===== config.mk =====
export PLATFORM = sky130hd
export DESIGN_NAME = rd_fwft_stage
export DESIGN_NICKNAME = d
export VERILOG_FILES = /design/src/rtl/rd_fwft_stage.sv
export SDC_FILE = /design/constraint.sdc
export NUM_CORES = 1
export LEC_CHECK = 0
export CAP_MARGIN = 10
export CORE_MARGIN = 5
export CORE_UTILIZATION = 53
export CTS_CLUSTER_SIZE = 10
export DETAILED_ROUTE_END_ITERATION = 10
export PLACE_DENSITY = 0.83
export SETUP_SLACK_MARGIN = 0.4
export SLEW_MARGIN = 20
export SYNTH_ARGS = -nofsm -noshare
export SYNTH_HDL_FRONTEND = slang
export SYNTH_SLANG_ARGS = --single-unit

===== constraint.sdc =====
create_clock -name rclk -period 4 [get_ports rclk]
set_clock_uncertainty 0.15 [all_clocks]
set_input_delay 0.4 -clock rclk [delete_from_list [all_inputs] [get_ports rclk]]
set_output_delay 0.4 -clock rclk [all_outputs]
set_load 0.005 [all_outputs]

===== src/rtl/rd_fwft_stage.sv =====
// Read-side FWFT output stage of the async FIFO: converts rempty/rinc plus a
// one-cycle synchronous memory read into a registered valid/ready stream.
module rd_fwft_stage #(
  parameter int DSIZE = 8
) (
  input  logic             rclk,
  input  logic             rrst_n,
  input  logic             rempty,
  output logic             rinc,
  input  logic [DSIZE-1:0] mem_rdata,
  output logic [DSIZE-1:0] out_data,
  output logic             out_valid,
  input  logic             out_ready,
  output logic [1:0]       out_count
);

  logic [DSIZE-1:0] e0, e1, e0_next, e1_next;
  logic [1:0]       cnt, cnt_next;
  logic             inflight;
  logic             pop;
  logic [2:0]       occ;

  assign out_valid = (cnt != 2'd0);
  assign out_data  = e0;
  assign out_count = cnt;
  assign pop       = out_valid & out_ready;

  // Occupancy after this cycle; pop implies cnt>0, so the subtraction cannot wrap.
  assign occ  = {1'b0, cnt} + {2'b00, inflight} - {2'b00, pop};
  assign rinc = rrst_n & ~rempty & (occ < 3'd2);

  always_comb begin
    // NOTE: every comb output gets a default first so no path infers a latch.
    e0_next  = e0;
    e1_next  = e1;
    cnt_next = occ[1:0];
    case ({inflight, pop})
      2'b01: e0_next = e1;
      2'b10: begin
        if (cnt == 2'd0) e0_next = mem_rdata;
        else             e1_next = mem_rdata;
      end
      2'b11: begin
        if (cnt == 2'd2) begin
          e0_next = e1;
          e1_next = mem_rdata;
        end else begin
          e0_next = mem_rdata;
        end
      end
      default: ;
    endcase
  end

  // NOTE: state uses non-blocking assignments; the data entries are reset too
  // because out_data is driven straight from e0 and must read 0 in reset.
  always_ff @(posedge rclk or negedge rrst_n) begin
    if (!rrst_n) begin
      cnt      <= 2'd0;
      inflight <= 1'b0;
      e0       <= '0;
      e1       <= '0;
    end else begin
      cnt      <= cnt_next;
      inflight <= rinc;
      e0       <= e0_next;
      e1       <= e1_next;
    end
  end

  a_no_overflow: assert property (@(posedge rclk) disable iff (!rrst_n) occ <= 3'd2);
  a_no_rinc_empty: assert property (@(posedge rclk) disable iff (!rrst_n) !(rinc && rempty));

endmodule


==> reports/results.tsv <==
metric	value	unit
CTS tree	built	
Setup TNS	0	ns
Antenna diodes	0	
RSZ-0062 raised after global routing	false	
Peak VDD IR	0.486	mV
Util after Layout	70.6	%
CP Max Fanout	2	
GRT Residual Overflow	0	
via count	917	
CTS Sinks	19	
# setup viols final	0	
worst hold slack	0.274	ns
Layout area overhead	25.0	%
worst slack, placed	0.369	ns
CTS Root Cell	clkbuf_4	
Final WS setup	0.753	ns
EDFF count, synth	0	
Setup CP Type	reg -> out	
syn avg cell area	10.6	µm²
largest net degree at the start of global routing	23	
Post-Place Cells	155	
PortBufs	23	
number of global-route vias before repair	844	
fraction of registers with async set/reset	100	%
Ports	24	
DRC viols	0	
Worst Setup End Kind	primary output	
outcome	finished clean	
first-pass GRT wire length	3980	µm
Overall Power	1.06	mW
crit path time final	3.25	ns
Seq/Total Area, Yosys	42.1	%
average via count per standard cell	5.77	
DR WL/cell	14.4	µm
total CTS buffers	3	
dominant synthesized flop cell	dfrtp_1	
DRT Pass-1 Iters	4	
Peak Freq	0.308	GHz
Max Slew Vio Count	0	
fin nets	148	
final wirelength	2290	µm
Synth cell types	26	
die footprint	3160	µm²
final instance area	1410	µm²
Rel. slew slack	63.1	%
Placeable Area	2000	µm²
Pleak	0.585	nW
H-tree depth	1	
Site Rows	16	
Synthesis Warnings	0	
initial antenna violation count	0	
Initial Util	56.4	%
final hold violation count	0	
hold_buf cts	0	
Post-Syn Area	1130	µm²
commonest non-fill, non-tap cell in the layout	clkdlybuf4s50_1	
post-route ant nets	0	
Total Routing Usage GR	15.8	%
hpwl dp	1710	µm
PwrDens	748	nW/µm²
Worst Tran Pin Value	0.554	ns
Clock transition at path regs	0.11	ns
GP Congestion	0.760	
clock latency on the worst-skew pair	0.29	ns
MaxCap Viol Count	0	
Synth Net Count	122	
Worst EP required	3.45	ns
Synth Instances	107	
register bit total from synthesis	19	
share of cells above drive strength 1	15.2	%
HP Class	in -> async	
Cell Area, Placed	1380	µm²
post-CTS setup buffer count	0	
CTS max path bufs	2	
height of the die	56.2	µm
Cell Count, Final, Fillers Out	159	
critical path startpoint	out_count[1]$_DFF_PN0_	
DRT iter0 DRCs	15	
die width	56.2	µm
period utilisation layout	81.2	%
commonest cells after routing, fill and taps aside	22 x clkdlybuf4s50_1, 19 x dfrtp_1, 9 x a21o_1, 9 x nand2_1	
Worst Setup Start Kind	register	
CP arrival	2.70	ns
R2R Path Start	out_count[1]$_DFF_PN0_	
-- critical path: stages (launching register included) --
cell	delay, ns
dfrtp_1	0.37
o21a_1	0.14
inv_1	0.04
ha_1	0.27
inv_1	0.04
ha_1	0.18
fa_1	0.38
xnor2_1	0.15
nor4b_2	0.27
clkdlybuf4s50_1	0.56
-- cell type report --
cell class              count  area [µm²]
multi-input cells          79         603
fillers                   158         589
flip-flops and latches     19         475
repair buffers             27         263
well taps                  27        33.8
clock buffers               4        26.3
inverters                   3        11.3
-- registers in the layout, indices dropped and copies added, names as in the netlist --
| name | cells |
|---|---|
| out_count | 2 |
| e1 | 8 |
| inflight | 1 |
| out_data | 8 |
-- cells in the mapped netlist, types with 2 or more instances --
| library cell | n | area share, % |
|---|---|---|
| nor3_1 | 8 | 3.5 |
| a31oi_1 | 8 | 4.4 |
| mux2_2 | 8 | 8.0 |
| inv_1 | 3 | 1.0 |
| a22oi_1 | 8 | 5.3 |
| ha_1 | 2 | 2.2 |
| dfrtp_1 | 19 | 42 |
| buf_4 | 2 | 1.3 |
| a21o_1 | 9 | 6.0 |
| nor2b_1 | 8 | 4.4 |
| buf_6 | 2 | 2.0 |
| nand3b_1 | 8 | 5.3 |
| nand2_1 | 9 | 3.0 |
-- power breakdown --
| group | leakage (nW) | total (mW) | internal [mW] | switching, mW |
|---|---|---|---|---|
| combinational | 0.344 | 0.605 | 0.335 | 0.270 |
| sequential | 0.227 | 0.354 | 0.292 | 0.0614 |
| clock | 0.0150 | 0.0976 | 0.0388 | 0.0589 |
| total | 0.585 | 1.06 | 0.666 | 0.390 |
-- repair_timing --
action / CTS / global route
gates cloned: 0 / 0
resized for setup: 1 / 1
endpoints found under the setup margin: 1 / 1
-- cells by family (layout without fill, tap and decap cells) --
| kind of cell | Yosys count | count (layout) | synth area share [%] |
|---|---|---|---|
| AO/OA/AOI/OAI | 27 | 27 | 17.5 |
| multiplexers | 8 | 8 | 7.97 |
| adder cells (fa/ha/maj) | 3 | 3 | 3.99 |
| XOR/XNOR | 1 | 1 | 0.775 |
| flip-flops | 19 | 19 | 42.1 |
| buffers and inverters | 9 | 34 | 5.09 |
| AND/OR/NAND/NOR | 40 | 40 | 22.6 |
-- layer usage --
layer  global-route usage (%)  routed length [µm]
met4                     3.05                   0
met5                        0                   0
met3                     3.02                 156
met2                     24.4                1090
met1                     23.0                1050
-- worst paths after layout --
| path | to | slack (ns) | depth (start not counted) |
|---|---|---|---|
| min reg2reg | e1[6]$_DFFE_PN0P_ | 0.38 | 1 |
| max reg2reg | inflight$_DFF_PN0_ | 1.91 | 8 |
| max | rinc | 0.75 | 9 |
| min in group rclk | e1[6]$_DFFE_PN0P_ | 0.38 | 1 |
| max in group asynchronous | e1[4]$_DFFE_PN0P_ | 3.21 | 2 |
| min | e1[1]$_DFFE_PN0P_ | 0.27 | 2 |
No activity file was read; power rests on OpenSTA's default activity.
